--- config.mk ---
export PLATFORM = sky130hd
export DESIGN_NAME = icache_direct
export DESIGN_NICKNAME = d
export VERILOG_FILES = /design/src/rtl/icache_direct.sv
export SDC_FILE = /design/constraint.sdc
export NUM_CORES = 2
export LEC_CHECK = 0
export ABC_AREA = 1
export CAP_MARGIN = 20
export CELL_PAD_IN_SITES_DETAIL_PLACEMENT = 1
export CELL_PAD_IN_SITES_GLOBAL_PLACEMENT = 1
export CORE_ASPECT_RATIO = 2
export CORE_MARGIN = 4
export CORE_UTILIZATION = 47
export DETAILED_ROUTE_END_ITERATION = 12
export GPL_ROUTABILITY_DRIVEN = 0
export MAX_ROUTING_LAYER = met4
export PLACE_DENSITY_LB_ADDON = 0.3
export SLEW_MARGIN = 20
export SYNTH_ARGS = -nofsm -noshare
export SYNTH_HDL_FRONTEND = slang
export SYNTH_SLANG_ARGS = --single-unit
export TNS_END_PERCENT = 10
--- constraint.sdc ---
create_clock -name clk -period 4.3 [get_ports clk]
set_input_delay 0.86 -clock clk [delete_from_list [all_inputs] [get_ports clk]]
set_output_delay 0.86 -clock clk [all_outputs]
set_load 0.005 [all_outputs]
--- src/rtl/icache_direct.sv ---
// Direct-mapped, one-word-per-line instruction cache between the fetcher and the memory controller.
// Define ICACHE_STATS_EN to add saturating hit/miss counters (stat_hits, stat_misses).
module icache_direct #(
    parameter int INDEX_BITS = 6,
    parameter int ADDR_W     = 32
) (
    input  logic              clk,
    input  logic              rst,
    input  logic              rdy,
    input  logic              flush,
    input  logic              fetch_req,
    input  logic [ADDR_W-1:0] fetch_addr,
    output logic              fetch_valid,
    output logic [31:0]       fetch_ins,
    output logic              mem_req,
    output logic [ADDR_W-1:0] mem_addr,
    input  logic              mem_done,
    input  logic [31:0]       mem_ins
`ifdef ICACHE_STATS_EN
    ,
    output logic [31:0]       stat_hits,
    output logic [31:0]       stat_misses
`endif
);

    localparam int LINES = 1 << INDEX_BITS;
    localparam int TAG_W = ADDR_W - INDEX_BITS - 2;

    typedef enum logic [1:0] {IDLE, MISS, DONE} state_t;

    state_t                  state;
    logic                    drop;
    logic [LINES-1:0]        valid;
    logic [TAG_W-1:0]        tag_mem  [LINES];
    logic [31:0]             data_mem [LINES];

    logic [INDEX_BITS-1:0]   req_idx, fill_idx;
    logic [TAG_W-1:0]        req_tag, fill_tag;
    logic                    hit, accept;
    logic                    unused_addr_lsb;

    assign req_idx  = fetch_addr[INDEX_BITS+1:2];
    assign req_tag  = fetch_addr[ADDR_W-1:INDEX_BITS+2];
    // The fill target comes from the latched miss address; fetch_addr may move after a flush.
    assign fill_idx = mem_addr[INDEX_BITS+1:2];
    assign fill_tag = mem_addr[ADDR_W-1:INDEX_BITS+2];
    assign unused_addr_lsb = &{1'b0, fetch_addr[1:0]};

    assign hit    = valid[req_idx] && (tag_mem[req_idx] == req_tag);
    // Blocking acceptance while fetch_valid is high keeps a still-asserted request from hitting twice.
    assign accept = (state == IDLE) && fetch_req && !flush && !fetch_valid;

    always_ff @(posedge clk) begin
        if (!rst && rdy && state == MISS && mem_done) begin
            data_mem[fill_idx] <= mem_ins;
            tag_mem[fill_idx]  <= fill_tag;
        end
    end

    always_ff @(posedge clk) begin
        if (rst) begin
            state       <= IDLE;
            drop        <= 1'b0;
            valid       <= '0;
            fetch_valid <= 1'b0;
            fetch_ins   <= '0;
            mem_req     <= 1'b0;
            mem_addr    <= '0;
        end else if (rdy) begin
            fetch_valid <= 1'b0;
            case (state)
                IDLE: begin
                    if (accept) begin
                        if (hit) begin
                            fetch_valid <= 1'b1;
                            fetch_ins   <= data_mem[req_idx];
                        end else begin
                            mem_req  <= 1'b1;
                            mem_addr <= {fetch_addr[ADDR_W-1:2], 2'b00};
                            drop     <= 1'b0;
                            state    <= MISS;
                        end
                    end
                end
                MISS: begin
                    if (flush)
                        drop <= 1'b1;
                    if (mem_done) begin
                        valid[fill_idx] <= 1'b1;
                        mem_req         <= 1'b0;
                        fetch_ins       <= mem_ins;
                        fetch_valid     <= !(drop || flush);
                        state           <= DONE;
                    end
                end
                // One idle cycle with mem_req low lets the controller reset its fill state.
                DONE:    state <= IDLE;
                default: state <= IDLE;
            endcase
        end
    end

`ifdef ICACHE_STATS_EN
    always_ff @(posedge clk) begin
        if (rst) begin
            stat_hits   <= '0;
            stat_misses <= '0;
        end else if (rdy && accept) begin
            if (hit && stat_hits != 32'hFFFF_FFFF)
                stat_hits <= stat_hits + 32'd1;
            if (!hit && stat_misses != 32'hFFFF_FFFF)
                stat_misses <= stat_misses + 32'd1;
        end
    end
`endif

endmodule

After elaboration in Yosys (flattened, before gate mapping)
Memory sizes are Yosys's and may differ from the RTL's.
Index checks and enable logic that the tools add are counted.
{ "classes": {"addsub": 0, "multipliers": 0, "n_div": 0, "n_lt_le_gt_ge": 3, "eq_ne": 7, "shift": 0, "muxes": 26, "bitwise_logic": 2, "n_reduce_logical": 21} }
{ "ops": {"columns": ["operator", "n"], "rows": [
  ["$mux W32", 3],
  ["$or A64 B64 Y64", 1],
  ["$pmux W32 S2", 1],
  ["$eq A24 B24 Y1", 1],
  ["$reduce_and A5 Y1", 3],
  ["$lt A6 B7 Y1 const B", 2],
  ["$mux W1", 13],
  ["$ne A2 B2 Y1 const B", 5],
  ["$logic_and A1 B1 Y1", 8],
  ["$reduce_and A4 Y1", 2],
  ["$bmux W1 S6", 1],
  ["$demux W1 S6", 1],
  ["$ge A6 B1 Y1 const B", 1],
  ["$mux W2", 3],
  ["$pmux W1 S2", 3],
  ["$logic_not A1 Y1", 4],
  ["$pmux W2 S2", 1],
  ["$reduce_and A3 Y1", 1],
  ["$eq A2 B1 Y1 const B", 1],
  ["$logic_not A2 Y1", 1],
  ["$reduce_bool A2 Y1", 1],
  ["$logic_or A1 B1 Y1", 1],
  ["$not A1 Y1", 1]
]} }
{ "word_totals": {"ff_bits": 131, "latchBits": 0, "mem_bits_rw": 3584, "romBits": 0, "inputBits": 70, "output_inout_bits": 66, "word_cells": 68, "memories": 2} }
{ "memory_table": {"columns": ["memory", "words", "width", "read_ports", "rd_ports_with_merged_regs", "wr", "line", "text"], "rows": [
  ["data_mem", 64, 32, 1, 0, 1, "35", "logic [31:0] data_mem [LINES];"],
  ["tag_mem", 64, 24, 1, 0, 1, "34", "logic [TAG_W-1:0] tag_mem [LINES];"]
]} }

Longest topological paths before layout
{ "depth": {"word_depth": 6, "depth_mapped": 25, "ltp_nobuf": 21} }

Worst setup path before layout
Ideal clock, no wire load.
{ "synth_timing": {"path_type": "input to register", "from": "input port rst", "to": "memory data_mem[10][0] (enable)", "setup_ns": 0.470, "arrival_time_ns": 4.184, "t_required_ns": 3.830, "path_slack_ns": -0.354, "stages": 7, "n_path_buf": 2, "path_cell_list": "clkbuf_1 > inv_2 > nand4_1 > nor2_1 > nand3_1 > clkbuf_1 > nor2_1"} }
{ "synth_via": {"elab_chain_len": 6} }
{ "synth_rtl": {"columns": ["item", "line", "text"], "rows": [
  ["start: declaration", "8", "input logic rst,"],
  ["$logic_not A1 Y1", "54", "if (!rst && rdy && state == MISS && mem_done) begin"],
  ["$logic_and A1 B1 Y1 (3 in series)", "54", null],
  ["$mux W1", "54", null],
  ["$mux W1 (implied by the code)", "55", "data_mem[fill_idx] <= mem_ins;"],
  ["end: declaration", "35", null]
]} }
No other way between the ends.

Worst setup path in the final report
{ "layout_timing": {"from": "input port fetch_addr[2]", "to": "register mem_addr[6]"} }
{ "layout_via": {"elab_chain_len": 5, "word_cells_on_any_way": 7, "cone_classes": "1 x eq/ne; 2 x mux; 1 x bitwise; 2 x reduce/logical; 1 x memory"} }
{ "layout_rtl": {"columns": ["item", "line", "text"], "rows": [
  ["start: declaration", "12", "input logic [ADDR_W-1:0] fetch_addr,"],
  ["$mem_v2 Z64 W24 or $bmux W1 S6 (tied branches)", null, null],
  ["$eq A24 B24 Y1 or $mux W1 (tied branches)", "49", "assign hit = valid[req_idx] && (tag_mem[req_idx] == req_tag);"],
  ["$logic_and A1 B1 Y1 (*)", "49", null],
  ["$not A1 Y1 (no line) (*)", null, null],
  ["$reduce_and A4 Y1 (no line) (*)", null, null],
  ["end signal: assignment", "79", "mem_addr <= {fetch_addr[ADDR_W-1:2], 2'b00};"],
  ["end: declaration", "16", "output logic [ADDR_W-1:0] mem_addr,"]
]} }
Mark *: on every way between the ends. The rest lies on a longest branch, timed or not. The select of a mux whose other input is x is not followed.
A chain may end at the register's enable or synchronous reset.

==> impl_metrics.env <==
export IMPL_dpl_hpwl_mm=312
export IMPL_cts_tree="done"
export IMPL_clk_pin_slew_worst_paths_ns=0.07
export IMPL_dp_slack_ns=-0.593
export IMPL_crit_path_frequent_cell="nand2_1"
export IMPL_area_delta_synth_final_pct=14.8
export IMPL_synthesis_area_mm2=0.147
export IMPL_crit_family="simple AND/OR/NAND/NOR gates"
export IMPL_root_buffer="clkbuf_16"
export IMPL_status="finished clean"
export IMPL_powerDensity_mw_per_mm2=446
export IMPL_dr_first_iter_drc_count=12700
export IMPL_vias=106000
export IMPL_power_leakage_uw=0.0569
export IMPL_ff2ff_setup_slack_ns=0.55
export IMPL_synthFlopType="edfxtp_1"
export IMPL_synth_seq_cells=3715
export IMPL_cts_max_level=5
export IMPL_whs_path_depth=1
export IMPL_hold_path_class="in2reg"
export IMPL_multi_input_area_mm2=0.0331
export IMPL_synth_compound_area_share_pct=7.80
export IMPL_num_fill_cells=31000
export IMPL_power_frac_seq_pct=52.9
export IMPL_netlist_cell_type_count=36
export IMPL_slowest_delay_ns=0.36
export IMPL_fin_crit_sh_pct=95.3
export IMPL_synth_cells=11700
export IMPL_grt_max_degree=183
export IMPL_critPathCaptureType="register"
export IMPL_maxClockFrequency_ghz=0.244
export IMPL_p_int_uw=57800
export IMPL_p_sw_share_pct=23.0
export IMPL_fin_ws_ns=0.203
export IMPL_cp_slowest_cell="nand3_1"
export IMPL_power_clock_fraction_pct=40.2
export IMPL_drive_gt1_share_pct=10.6
export IMPL_synth_top_family_by_area="simple AND/OR/NAND/NOR gates"
export IMPL_required_ns=5.11
export IMPL_grt_pass1_vias=111000
export IMPL_reg2reg_depth=20
export IMPL_final_max_slew_viol_count=0
export IMPL_synthXorXnorAreaFrac_pct=0
export IMPL_dieArea_mm2=0.322
export IMPL_die_w_um=403
export IMPL_setup_violations=0
export IMPL_yosysSeqAreaShare_pct=75.1
export IMPL_seq_area_mm2=0.110
export IMPL_drv_cap=0
export IMPL_worstPathMaxFanout=44
export IMPL_clkLatencyLatePin_ns=0.94
export IMPL_place_area_mm2=0.158
export IMPL_reg2reg_from="tag_mem[6][10]"
export IMPL_pin_count=136
export IMPL_drc_errors=0
export IMPL_syn_avg_cell_area_um2=12.5
export IMPL_final_common_cell="edfxtp_1"
export IMPL_nNetsFinal=12100
export IMPL_p_total_uw=75100
export IMPL_coreArea_mm2=0.311
export IMPL_holdPathEnd="data_mem[15][23]"
export IMPL_holdCritStartpoint="mem_ins[23]"
export IMPL_grt_setup_unrepaired="no"
export IMPL_p_comb_share_pct=6.9
export IMPL_peakVddDrop_v=0.000339
export IMPL_cp_cell_sequence="buf_12 > inv_8 > buf_12 > buf_4 > nand2_1 > nand3_1 > nand3_1 > nand3_1 > nand3_1 > nand2_1 > nand2_1 > nand2_1 > nand2_1 > nand2_1 > nand2_1 > nor2_1 > nand3_1 > buf_4 > o21ai_4 > inv_1 > buf_12 > buf_4 > nor2_1 > nor2_1"
export IMPL_cp_arrival_ns=4.90
export IMPL_skew_ns=0.0716
export IMPL_initial_core_util_pct=47.2
export IMPL_cts_buffer_depth=4
export IMPL_routed_wl_mm=552
export IMPL_finalInstanceArea_mm2=0.168
export IMPL_start_kind="input pin"
export IMPL_synth_edf_count=3584
export IMPL_worstSetupPathType="in2reg"
export IMPL_clock_sinks=3715
export IMPL_p_sw_uw=17300
export IMPL_r2r_end="mem_addr[6]"
export IMPL_grt_use_total_pct=34.6
export IMPL_wl_per_cell_um=33.7
export IMPL_port_buffer_count=131
export IMPL_min_period_ns=4.10
export IMPL_grt_overflow_total=0
export IMPL_hold_viol=0
export IMPL_drtPass1Iterations=6
export IMPL_final_antenna_net_count=0
export IMPL_num_rows=290
export IMPL_tightest_slew_ns=1.15
export IMPL_synth_mux_area_share_pct=0.0290
export IMPL_numCtsBuffers=328
export IMPL_viasPerCell=6.47
export IMPL_async_reset_ff_share_pct=0
export IMPL_synth_fa_ha_area_share_pct=0
export IMPL_synth_warnings=0
export IMPL_final_cell_mix="edfxtp_1, nand2_1, nand3_1"
export IMPL_instances_no_fill=16400
export IMPL_cts_setup_buffers=0
export IMPL_grt_pass1_wl_mm=781
export IMPL_postCtsHoldBufs=0
export IMPL_cts_resized_gates=0
export IMPL_dp_cells=15800
export IMPL_synth_simple_area_share_pct=14.3
export IMPL_dieHeight_um=798
export IMPL_slew_headroom_pct=23.2
export IMPL_critPathBufInv=8
export IMPL_antenna_found_initial=17
per-layer routing:
metal | vias up | part of all wire [%] | track usage (%)
met1 | 54300 | 33 | 38.4
met3 | 2111 | 8.5 | 5.36
li1 | 43400 | - | -
met4 | 0 | 8.3 | 23.8
met5 | - | 0 | -
met2 | 6301 | 50 | 57.6
flip-flops by register name (all words and copies together), names as in the netlist:
name         flops
data_mem      2048
drop             1
fetch_ins       32
fetch_valid      1
mem_addr        30
mem_req          1
state            2
tag_mem       1536
valid           64
cell families (layout without fill, tap and decap cells):
family | after synthesis | in the layout
and+or+nand+nor | 5044 | 5044
AOI/OAI and AO/OA | 2044 | 2044
buffers and inverters | 916 | 1479
other | 1 | 11
muxes | 4 | 4
DFF | 3715 | 3715
how the worst max path moves through the flow:
stage	slack, ns	depth (start not counted)	end	start
2_1_floorplan	-0.35	7	data_mem[10][0]	rst
3_3_place_gp	-0.52	20	mem_addr[10]	fetch_addr[2]
3_5_place_dp	-0.59	22	mem_addr[6]	fetch_addr[2]
4_1_cts	0.39	22	mem_addr[6]	fetch_addr[2]
5_1_grt	0.1	25	fetch_ins[11]	fetch_addr[2]
6_report	0.20	24	mem_addr[6]	fetch_addr[2]
final cells by class:
| type | count | area share, % |
|---|---|---|
| inverters | 69 | 0.177 |
| clock inverters | 171 | 1.04 |
| clock buffers | 412 | 5.27 |
| multi-input cells | 7094 | 19.6 |
| well taps | 4088 | 3.04 |
| flip-flops and latches | 3715 | 65.4 |
| repair buffers | 827 | 5.39 |
| diodes | 9 | 0.0134 |
power by group through the flow:
stage,sequential [µW],clock [µW],combinational (µW)
after floorplan,40700,0,2350
after global placement,40500,0,4800
after detailed placement,40500,0,5010
after CTS,39800,30500,5080
after global routing,39700,31900,5460
final,39700,30200,5160
cell usage after synthesis (2+ instances only):
cell | count | share of area (%)
a21oi_1 | 26 | 0.089
a31oi_1 | 21 | 0.089
buf_1 | 62 | 0.16
buf_2 | 275 | 0.94
buf_4 | 52 | 0.27
buf_6 | 5 | 0.038
clkbuf_1 | 453 | 1.2
clkinv_1 | 2 | 0.0051
dfxtp_1 | 131 | 1.8
edfxtp_1 | 3584 | 73
inv_1 | 63 | 0.16
inv_2 | 4 | 0.010
mux2_2 | 2 | 0.015
mux2i_1 | 2 | 0.014
nand2_1 | 1895 | 4.8
nand3_1 | 1637 | 5.6
nand3b_1 | 13 | 0.066
nand4_1 | 6 | 0.026
nor2_1 | 1490 | 3.8
nor3_1 | 2 | 0.0068
o211ai_1 | 32 | 0.16
o21ai_0 | 1329 | 4.5
o21ai_1 | 20 | 0.068
o21bai_1 | 3 | 0.015
o221ai_1 | 107 | 0.64
o22ai_1 | 477 | 2.0
o311ai_0 | 8 | 0.048
o32ai_1 | 15 | 0.089
worst reg2reg max path, delay by kind of cell, from the launching register on:
kind / cells / cell delay, ns
AOI/OAI and AO/OA: 1 / 0.18
and+or+nand+nor: 14 / 2.19
DFF: 1 / 0.38
buffers and inverters: 5 / 0.90
metrics by stage:
stage,hold slack (ns),TNS (ns),util (%)
CTS,0.315,0,54.1
floorplan,0.428,-1138.97,-
global placement,0.438,-28.29,50.7
detailed placement,0.450,-30.30,50.7
global route,0.375,0,54.1
finish,0.394,0,54.1
Power figures use the tool's default switching activity.
